$ cat config.mk
export PLATFORM = sky130hd
export DESIGN_NAME = spi_target_flat
export DESIGN_NICKNAME = d
export VERILOG_FILES = /design/src/rtl/spi_target_if.sv /design/src/rtl/spi_target.sv /design/src/flat_wrapper.sv
export SDC_FILE = /design/constraint.sdc
export NUM_CORES = 1
export LEC_CHECK = 0
export CAP_MARGIN = 25
export CORE_AREA = 2 2 107 109
export DETAILED_ROUTE_END_ITERATION = 8
export DIE_AREA = 0 0 109 111
export PLACE_DENSITY = 0.73
export SYNTH_ARGS = -nofsm -noshare
export SYNTH_HDL_FRONTEND = slang
export SYNTH_SLANG_ARGS = --single-unit
$ cat constraint.sdc
create_clock -name clk -period 5.7 [get_ports clk]
set_input_delay 1.14 -clock clk [delete_from_list [all_inputs] [get_ports clk]]
set_output_delay 1.14 -clock clk [all_outputs]
set_load 0.01 [all_outputs]
$ cat src/rtl/spi_target_if.sv
// Bundles the SPI pins and CPU bus signals of the SPI target.
// The slave modport is the target's view; master is the CPU/SPI-master side.
interface spi_target_if;
    logic        sclk;
    logic        ss_n;
    logic        mosi;
    logic        miso;
    logic        miso_oe;
    logic        address;
    logic        read;
    logic        write;
    logic [3:0]  be;
    logic [31:0] data_in;
    logic [31:0] data_out;
    logic        irq;

    modport slave (
        input  sclk, ss_n, mosi, address, read, write, be, data_in,
        output miso, miso_oe, data_out, irq
    );

    modport master (
        output sclk, ss_n, mosi, address, read, write, be, data_in,
        input  miso, miso_oe, data_out, irq
    );
endinterface

$ cat src/rtl/spi_target.sv
// SPI mode-0 target: shifts bytes in/out for an external master, queues received
// bytes in an RX FIFO and exposes DATA/STATUS registers plus an interrupt to the CPU.
module spi_target #(
    parameter int         RX_DEPTH  = 8,
    parameter logic [7:0] IDLE_BYTE = 8'hFF
) (
    input  logic         clk,
    input  logic         rst,
    spi_target_if.slave  bus
);
    localparam int AW = (RX_DEPTH > 1) ? $clog2(RX_DEPTH) : 1;
    localparam int CW = AW + 1;

    // synchronisers: bit 0 is the first flop, edges compare stages 2 and 3
    logic [2:0]    r_sclk_pipe;
    logic [2:0]    r_ss_pipe;
    logic [1:0]    r_mosi_pipe;

    logic [2:0]    r_bit_cnt;
    logic [6:0]    r_rx_shift;
    logic [6:0]    r_tx_shift;
    logic          r_miso;
    logic [7:0]    r_tx_hold;
    logic          r_tx_valid;

    logic [7:0]    r_mem [RX_DEPTH];
    logic [AW-1:0] r_wr_ptr;
    logic [AW-1:0] r_rd_ptr;
    logic [CW-1:0] r_count;

    logic          r_read_d;
    logic [31:0]   r_data_out;
    logic          r_overrun;
    logic          r_ie;
    logic          r_irq;

    logic          w_sel;
    logic          w_sclk_rise;
    logic          w_sclk_fall;
    logic          w_ss_fall;
    logic          w_ss_rise;
    logic          w_mosi_s;
    logic          w_fall_load;
    logic          w_tx_load;
    logic [7:0]    w_load_byte;
    logic [7:0]    w_rx_byte;
    logic          w_push;
    logic          w_push_ok;
    logic          w_pop;
    logic          w_full;
    logic          w_nonempty;
    logic          w_read_rise;
    logic          w_tx_write;
    logic          w_ctrl_write;
    logic [7:0]    w_count8;
    logic [31:0]   w_status;
    logic          w_unused;

    always_ff @(posedge clk or posedge rst) begin
        if (rst) begin
            r_sclk_pipe <= 3'b000;
            r_ss_pipe   <= 3'b111;
            r_mosi_pipe <= 2'b00;
        end else begin
            r_sclk_pipe <= {r_sclk_pipe[1:0], bus.sclk};
            r_ss_pipe   <= {r_ss_pipe[1:0], bus.ss_n};
            r_mosi_pipe <= {r_mosi_pipe[0], bus.mosi};
        end
    end

    assign w_sel       = ~r_ss_pipe[1];
    assign w_ss_fall   = ~r_ss_pipe[1] &  r_ss_pipe[2];
    assign w_ss_rise   =  r_ss_pipe[1] & ~r_ss_pipe[2];
    assign w_sclk_rise =  r_sclk_pipe[1] & ~r_sclk_pipe[2];
    assign w_sclk_fall = ~r_sclk_pipe[1] &  r_sclk_pipe[2];
    assign w_mosi_s    = r_mosi_pipe[1];

    // a falling sclk with bit_cnt==0 means a byte just completed: preload the next one
    assign w_fall_load = w_sel & w_sclk_fall & ~w_ss_fall & (r_bit_cnt == 3'd0);
    assign w_tx_load   = w_ss_fall | w_fall_load;
    assign w_load_byte = r_tx_valid ? r_tx_hold : IDLE_BYTE;
    assign w_rx_byte   = {r_rx_shift, w_mosi_s};
    assign w_push      = w_sel & w_sclk_rise & ~w_ss_fall & (r_bit_cnt == 3'd7);

    always_ff @(posedge clk or posedge rst) begin
        if (rst) begin
            r_bit_cnt  <= 3'd0;
            r_rx_shift <= 7'd0;
            r_tx_shift <= 7'd0;
            r_miso     <= 1'b0;
        end else if (w_ss_fall) begin
            r_bit_cnt  <= 3'd0;
            r_tx_shift <= w_load_byte[6:0];
            r_miso     <= w_load_byte[7];
        end else if (w_ss_rise) begin
            r_bit_cnt  <= 3'd0;
        end else if (w_sel && w_sclk_rise) begin
            r_rx_shift <= w_rx_byte[6:0];
            r_bit_cnt  <= r_bit_cnt + 3'd1;
        end else if (w_sel && w_sclk_fall) begin
            if (r_bit_cnt != 3'd0) begin
                r_miso     <= r_tx_shift[6];
                r_tx_shift <= {r_tx_shift[5:0], 1'b0};
            end else begin
                r_tx_shift <= w_load_byte[6:0];
                r_miso     <= w_load_byte[7];
            end
        end
    end

    assign w_tx_write   = bus.write & ~bus.address & bus.be[0];
    assign w_ctrl_write = bus.write &  bus.address;

    // a CPU write in the same clk as a load wins: shifter takes the old byte, new one stays pending
    always_ff @(posedge clk or posedge rst) begin
        if (rst) begin
            r_tx_hold  <= 8'd0;
            r_tx_valid <= 1'b0;
        end else if (w_tx_write) begin
            r_tx_hold  <= bus.data_in[7:0];
            r_tx_valid <= 1'b1;
        end else if (w_tx_load) begin
            r_tx_valid <= 1'b0;
        end
    end

    assign w_full      = (r_count == CW'(RX_DEPTH));
    assign w_nonempty  = (r_count != '0);
    assign w_read_rise = bus.read & ~r_read_d;
    assign w_pop       = w_read_rise & ~bus.address & w_nonempty;
    assign w_push_ok   = w_push & (~w_full | w_pop);

    always_ff @(posedge clk) begin
        if (w_push_ok) begin
            r_mem[r_wr_ptr] <= w_rx_byte;
        end
    end

    always_ff @(posedge clk or posedge rst) begin
        if (rst) begin
            r_wr_ptr <= '0;
            r_rd_ptr <= '0;
            r_count  <= '0;
        end else begin
            if (w_push_ok) begin
                r_wr_ptr <= r_wr_ptr + AW'(1);
            end
            if (w_pop) begin
                r_rd_ptr <= r_rd_ptr + AW'(1);
            end
            if (w_push_ok && !w_pop) begin
                r_count <= r_count + CW'(1);
            end else if (!w_push_ok && w_pop) begin
                r_count <= r_count - CW'(1);
            end
        end
    end

    generate
        if (CW >= 8) begin : g_cnt_wide
            assign w_count8 = r_count[7:0];
        end else begin : g_cnt_narrow
            assign w_count8 = {{(8 - CW){1'b0}}, r_count};
        end
    endgenerate

    assign w_status = {15'd0, r_ie, w_count8, 3'd0, w_sel, r_overrun,
                       ~r_tx_valid, w_full, w_nonempty};

    always_ff @(posedge clk or posedge rst) begin
        if (rst) begin
            r_read_d   <= 1'b0;
            r_data_out <= 32'd0;
            r_overrun  <= 1'b0;
            r_ie       <= 1'b0;
            r_irq      <= 1'b0;
        end else begin
            r_read_d <= bus.read;
            if (w_read_rise) begin
                if (!bus.address) begin
                    r_data_out <= {23'd0, w_nonempty,
                                   (w_nonempty ? r_mem[r_rd_ptr] : 8'd0)};
                end else begin
                    r_data_out <= w_status;
                end
            end
            // a fresh overrun beats a simultaneous clear so no drop goes unreported
            if (w_push && !w_push_ok) begin
                r_overrun <= 1'b1;
            end else if (w_ctrl_write && bus.be[0] && bus.data_in[3]) begin
                r_overrun <= 1'b0;
            end
            if (w_ctrl_write && bus.be[2]) begin
                r_ie <= bus.data_in[16];
            end
            r_irq <= r_ie & (w_nonempty | r_overrun);
        end
    end

    assign bus.miso     = r_miso;
    assign bus.miso_oe  = w_sel;
    assign bus.data_out = r_data_out;
    assign bus.irq      = r_irq;

    assign w_unused = ^{bus.be[3], bus.be[1], bus.data_in[31:17], bus.data_in[15:8]};
endmodule

$ cat src/flat_wrapper.sv
// flat-port wrapper written by rule: the top's interface ports become plain ports
module spi_target_flat 
#(
    parameter int         RX_DEPTH  = 8,
    parameter logic [7:0] IDLE_BYTE = 8'hFF
)
  (clk, rst, bus_sclk, bus_ss_n, bus_mosi, bus_address, bus_read, bus_write, bus_be, bus_data_in, bus_miso, bus_miso_oe, bus_data_out, bus_irq);
  spi_target_if bus_i ();
  input  logic clk;
  input  logic rst;
  input wire logic [$bits(bus_i.sclk)-1:0] bus_sclk;
  input wire logic [$bits(bus_i.ss_n)-1:0] bus_ss_n;
  input wire logic [$bits(bus_i.mosi)-1:0] bus_mosi;
  input wire logic [$bits(bus_i.address)-1:0] bus_address;
  input wire logic [$bits(bus_i.read)-1:0] bus_read;
  input wire logic [$bits(bus_i.write)-1:0] bus_write;
  input wire logic [$bits(bus_i.be)-1:0] bus_be;
  input wire logic [$bits(bus_i.data_in)-1:0] bus_data_in;
  output wire logic [$bits(bus_i.miso)-1:0] bus_miso;
  output wire logic [$bits(bus_i.miso_oe)-1:0] bus_miso_oe;
  output wire logic [$bits(bus_i.data_out)-1:0] bus_data_out;
  output wire logic [$bits(bus_i.irq)-1:0] bus_irq;
  assign bus_i.sclk = bus_sclk;
  assign bus_i.ss_n = bus_ss_n;
  assign bus_i.mosi = bus_mosi;
  assign bus_i.address = bus_address;
  assign bus_i.read = bus_read;
  assign bus_i.write = bus_write;
  assign bus_i.be = bus_be;
  assign bus_i.data_in = bus_data_in;
  assign bus_miso = bus_i.miso;
  assign bus_miso_oe = bus_i.miso_oe;
  assign bus_data_out = bus_i.data_out;
  assign bus_irq = bus_i.irq;
  spi_target #(.RX_DEPTH(RX_DEPTH), .IDLE_BYTE(IDLE_BYTE)) u_core (.clk(clk), .rst(rst), .bus(bus_i));
endmodule
==> results of run 1 <==
## metal layers
metal  share of wire  GRT usage
met1            0.43     0.2216
met2            0.51     0.2799
met3           0.050    0.05526
met4          0.0063    0.05470
met5               0          0
## cell families after synthesis
group           Yosys count  synth area share
flops                   126            0.6510
simple gates             86           0.07777
mux                      51            0.1370
buf+inv                  42           0.04544
compound gates           39           0.05107
fa+ha+maj                11           0.02717
xor+xnor                  6          0.009838
other cells               1         0.0007021
## power breakdown
group          leakage, nW  switching, W  internal [W]
logic                0.827      0.000231      0.000335
registers             1.32      0.000174       0.00111
clock network        0.285      0.000419      0.000616
## state kept, by name, indices dropped and copies added (netlist names)
name	flops
u_core.bus.irq	1
u_core.r_read_d	1
u_core.bus.data_out	13
u_core.r_rd_ptr	3
u_core.bus.miso	1
u_core.r_sclk_pipe	3
u_core.r_rx_shift	7
u_core.r_mosi_pipe	2
u_core.r_mem	64
u_core.r_bit_cnt	3
u_core.r_tx_shift	7
u_core.r_count	4
u_core.r_ie	1
u_core.r_tx_hold	8
u_core.r_overrun	1
u_core.r_wr_ptr	3
u_core.r_ss_pipe	3
u_core.r_tx_valid	1
## stage by stage
step | utilization | cells | area [um^2] | hold WS [ns] | power, W
3_3_place_gp | 0.5190 | 529 | 5749 | 0.3325 | 0.001810
6_report | 0.5734 | 562 | 6351 | 0.3532 | 0.002880
4_1_cts | 0.5709 | 561 | 6324 | 0.3550 | 0.002878
2_1_floorplan | - | 380 | 5409 | 0.3312 | 0.001662
5_1_grt | 0.5734 | 562 | 6351 | 0.3621 | 0.003028
3_5_place_dp | 0.5190 | 529 | 5749 | 0.3435 | 0.001835
## worst register-to-register path, delay by kind of cell (launching register included)
family,cells,cell delay (ns)
buf+inv,2,0.24
flops,1,0.58
fa+ha+maj,3,0.97
compound gates,4,1.42
## synthesized netlist by cell type (2+ instances only)
library cell,instances
edfxtp_1,64
dfrtp_1,59
nand2_1,35
mux2_2,23
buf_4,20
o21ai_0,20
nor2_1,18
mux4_2,15
mux2i_1,12
inv_1,11
ha_1,10
nand2b_1,10
clkbuf_1,8
nor3_1,6
xnor2_1,5
dfstp_2,3
nand3_1,3
a21oi_1,2
a221oi_1,2
buf_2,2
nor3b_1,2
o31ai_1,2
## layout make-up
cell class | count | share of cell area
clock inverters | 14 | 0.02285
well taps | 143 | 0.02817
repair buffers | 38 | 0.06147
multi-input cells | 212 | 0.2660
clock buffers | 18 | 0.06757
flip-flops and latches | 126 | 0.5475
inverters | 11 | 0.006501
## worst paths after layout
path                                  endpoint
setup reg to reg             u_core.r_count[3]
hold reg to reg            u_core.r_ss_pipe[1]
max in group asynchronous  u_core.r_tx_hold[1]
hold / removal             u_core.r_ss_pipe[1]
setup / recovery             u_core.r_count[3]
min in group asynchronous  u_core.r_tx_hold[7]
==> results.md, run 1 <==
* CP bufs+invs at 3
* Final setup violation count at 0
* Number of vias in the routed layout at 2992
* CTS resizes at 0
* Min-Delay Path Class: reg -> reg
* Slack of the critical path at 1.674 ns
* Die width at 109 um
* Fin crit period at 4.026 ns
* CTS sink cnt at 126
* Crit end category: flop
* Syn_area_per_cell at 14.76 um^2
* Most used cell, CP: ha_1
* Initial antenna violation count at 0
* Gpl congestion at 0.7244
* Fin crit share at 0.7064
* Layout cells sized above 1 at 0.2053
* Most frequent cells in the layout: edfxtp_1, dfrtp_1, nand2_1
* CTS Hold Bufs at 0
* Ys async rst share at 0.4921
* Final count of pins violating max slew at 0
* Most common cell after layout, fill and taps aside: edfxtp_1
* Worst Path Required at 5.99 ns
* Post-synth EDFFs at 64
* Clk buf depth at 2
* Slew HR at 0.3657
* Top cell type's share of synthesized area at 0.3598
* Crit Path Max Fanout at 16
* Status: completed
* Detail Placement HPWL at 5.954 mm
* DIE AREA at 12100 um^2
* Cell count after synthesis at 362
* Hold path cells at 0
* Vias per cell at 5.324
* IO Pins at 79
* Synth area leader: edfxtp_1
* Worst-Margin Slew at 0.9495 ns
* Register clock-pin slew on the reported worst setup and hold paths at 0.06 ns
* Max incr delay on CP at 0.64 ns
* H-Tree Depth at 4
* Setup CP Type: in -> reg
* Drt wl/cell at 17.02 um
* Worst setup SP type: input pin
* First-pass GRT wire length at 15.51 mm
* Static Leakage at 2.436 nW
* Pre-CTS setup slack at 1.241 ns
* Initial Utilization at 0.4822
* CTS Buf Count at 17
* Port bufs at 34
* Highest Clock Rate at 248.4 MHz
* Hold path startpoint: u_core.r_ss_pipe[0]
* Post-Syn Area at 5341 um^2
* R2R Path Start: u_core.r_ss_pipe[1]
* Number of diodes at 0
* Synth unique cells at 52
* R2R cell count at 9
* Synth warnings at 0
* Drt pass-1 iters at 4
* Setup skew after layout at 0.01252 ns
* RSZ-0062 raised after global routing: no
* Worst EP arrival at 4.32 ns
* Delay-heaviest family, CP: compound AO/OA/AOI/OAI gates
* Grt total ovfl at 0
* IR Drop Worst-Case VDD at 0.2589 mV
* Die height at 111 um
* #FFs+latches synth at 126
* Critical path's slowest cell: a2111oi_4
* Stages on worst setup path at 10
* Ys flop type: edfxtp_1
* Fin nets at 461
* Area Growth Syn to Fin at 18.90%
* Clock root buffer: clkbuf_16
* # DRC at 0
* Power Density at 453.4 nW/um^2
* Routed Antenna Nets at 0
* Cell Chain, Critical Path: clkdlybuf4s50_1 > buf_4 > or3b_4 > a2111oi_4 > ha_1 > inv_1 > ha_1 > a21o_1 > a2111oi_0 > o31ai_1
* Largest net degree at the start of global routing at 63
* Reg area at 3477 um^2
* Cell Rows at 39
* Multi-input combinational cell area at 1689 um^2
* DRT Wirelength at 9.565 mm
* Latest clock arrival within the worst-skew pair at 0.41 ns
* Vias in the first global route at 3024
* CTS tree: yes
* Post-CTS Setup Inserts at 0
* Max cap viols at 0
* Placeable Area at 11080 um^2
* Worst setup path startpoint: bus_address
* Tot GR Track Use at 0.1732
* Seq/Total Area, Yosys at 0.6510
* Fillers at 856
* Initial DRC Count at 152
* Total Neg Setup Slack at 0 ns
* Final Hold Viols at 0
* Synth area leaders: edfxtp_1, dfrtp_1, mux4_2
* Worst R2R Setup Slack at 2.39 ns
No activity file was read; power rests on OpenSTA's default activity.
==> run 2, diff against run 1 <==
==> constraint.sdc (replaced) <==
create_clock -name clk -period 3.77 [get_ports clk]
set_input_delay 0.754 -clock clk [delete_from_list [all_inputs] [get_ports clk]]
set_output_delay 0.754 -clock clk [all_outputs]
set_load 0.01 [all_outputs]
==> results.md, run 2 (synthesis gave the netlist of run 1 again) <==
* Grt total ovfl at 0
* Highest Clock Rate at 299.6 MHz
* Number of diodes at 0
* Max cap viols at 0
* Tot GR Track Use at 0.1816
* Port bufs at 34
* Final setup violation count at 0
* Hold WS at 0.3459 ns
* Detail Placement HPWL at 6.233 mm
* CTS Hold Bufs at 0
* CTS resizes at 0
* Gpl congestion at 0.7753
* Clock root buffer: clkbuf_16
* IR Drop Worst-Case VDD at 0.3898 mV
* CTS tree: yes
* Most common cell after layout, fill and taps aside: edfxtp_1
* Setup CP Type: in -> reg
* Total Neg Setup Slack at 0 ns
* DIE AREA at 12100 um^2
* Multi-input combinational cell area at 1689 um^2
* Fin crit share at 0.8855
* Layout cells sized above 1 at 0.2186
* Crit end category: flop
* Initial antenna violation count at 0
* Die height at 111 um
* Clk buf depth at 2
* Fillers at 843
* Power Density at 697.7 nW/um^2
* CTS Buf Count at 17
* Largest net degree at the start of global routing at 63
* IO Pins at 79
* Latest clock arrival within the worst-skew pair at 0.41 ns
* Cell Rows at 39
* Min-Delay Path Class: reg -> reg
* Status: completed
* Most frequent cells in the layout: edfxtp_1, dfrtp_1, nand2_1
* Worst Path Required at 4.04 ns
* RSZ-0062 raised after global routing: no
* Max reg flops at 64
* Placed Instances at 541
* Drt pass-1 iters at 4
* Fin crit period at 3.338 ns
* Initial Utilization at 0.4822
* Final count of pins violating max slew at 0
* Register clock-pin slew on the reported worst setup and hold paths at 0.06 ns
* # DRC at 0
* First-pass GRT wire length at 16.19 mm
* Most flops, register: u_core.r_mem
* Crit Path Max Fanout at 5
* Initial DRC Count at 251
* Reg area at 3477 um^2
* CTS sink cnt at 126
* Post-CTS Setup Inserts at 0
* DRT Wirelength at 9.889 mm
* Worst-Margin Slew at 0.9333 ns
* Fin nets at 472
* Worst setup SP type: input pin
* Routed Antenna Nets at 0
* Die width at 109 um
* Static Leakage at 2.508 nW
* Worst EP arrival at 3.61 ns
* Slew HR at 0.3778
* Area Growth Syn to Fin at 21.27%
* Final Hold Viols at 0
* H-Tree Depth at 4
* Drt wl/cell at 17.26 um
* Vias in the first global route at 3140
* Non-Filler Instances at 573
* Setup skew after layout at 0.007256 ns
* Number of vias in the routed layout at 2980
* Placeable Area at 11080 um^2
* Vias per cell at 5.201
run 2: cell types whose count changed in the layout (fill, tap and decap cells not counted), moves of 2 or more:
| cell | delta |
|---|---|
| buf_4 | +12 |
| inv_6 | -7 |
| bufinv_16 | +4 |
| clkinv_1 | +2 |
| clkinv_4 | -2 |
| clkinvlp_4 | +2 |
| inv_8 | -2 |
run 2: layer usage:
layer / vias up / routed length (um) / share of wire / global-route usage
met2: 78 / 5073 / 0.51 / 0.2957
met3: 11 / 439 / 0.044 / 0.05820
li1: 1396 / - / - / -
met5: - / 0 / 0 / 0
met4: 0 / 110 / 0.011 / 0.05897
met1: 1495 / 4266 / 0.43 / 0.2292
run 2: path summary, 6_finish.rpt:
kind / start / to / slack, ns / depth (start not counted)
max: bus_read / u_core.r_count[3] / 0.43 / 9
min: u_core.r_sclk_pipe[0] / u_core.r_sclk_pipe[1] / 0.35 / 0
max reg2reg: u_core.r_ss_pipe[1] / u_core.r_count[3] / 0.62 / 9
min reg2reg: u_core.r_sclk_pipe[0] / u_core.r_sclk_pipe[1] / 0.35 / 0
max in group asynchronous: rst / u_core.r_wr_ptr[2] / 2.32 / 3
min in group asynchronous: rst / u_core.r_tx_hold[7] / 0.92 / 3
run 2: through the flow:
stage	worst slack [ns]	area, um^2	power (W)	util
final	0.4318	6477	0.004519	0.5848
after global routing	0.3286	6477	0.004744	0.5848
after CTS	0.4557	6477	0.004552	0.5848
after detailed placement	0.02225	5839	0.002800	0.5272
after global placement	0.1959	5839	0.002754	0.5272
after floorplan	0.6231	5409	0.002513	-
run 2: final cells by class:
cell class	instances	area share
Inverter	11	0.006374
Clock inverter	12	0.02955
Tap cell	143	0.02762
Multi-Input combinational cell	212	0.2608
Clock buffer	20	0.06896
Timing Repair Buffer	49	0.06992
Sequential cell	126	0.5368
run 2: worst max-delay path, cell delays in order:
cell and delay (ns):
clkdlybuf4s50_1 0.52, or3b_4 0.41, a2111oi_4 0.41, ha_1 0.29, inv_1 0.13, ha_1 0.29, a21o_1 0.21, a2111oi_0 0.47
o31ai_1 0.15
run 2: power breakdown:
| group | switching (W) | internal [W] | leakage [nW] |
|---|---|---|---|
| registers | 0.000297 | 0.00167 | 1.32 |
| logic | 0.000319 | 0.000491 | 0.879 |
| clock network | 0.000557 | 0.00118 | 0.305 |
| total | 0.00117 | 0.00335 | 2.51 |
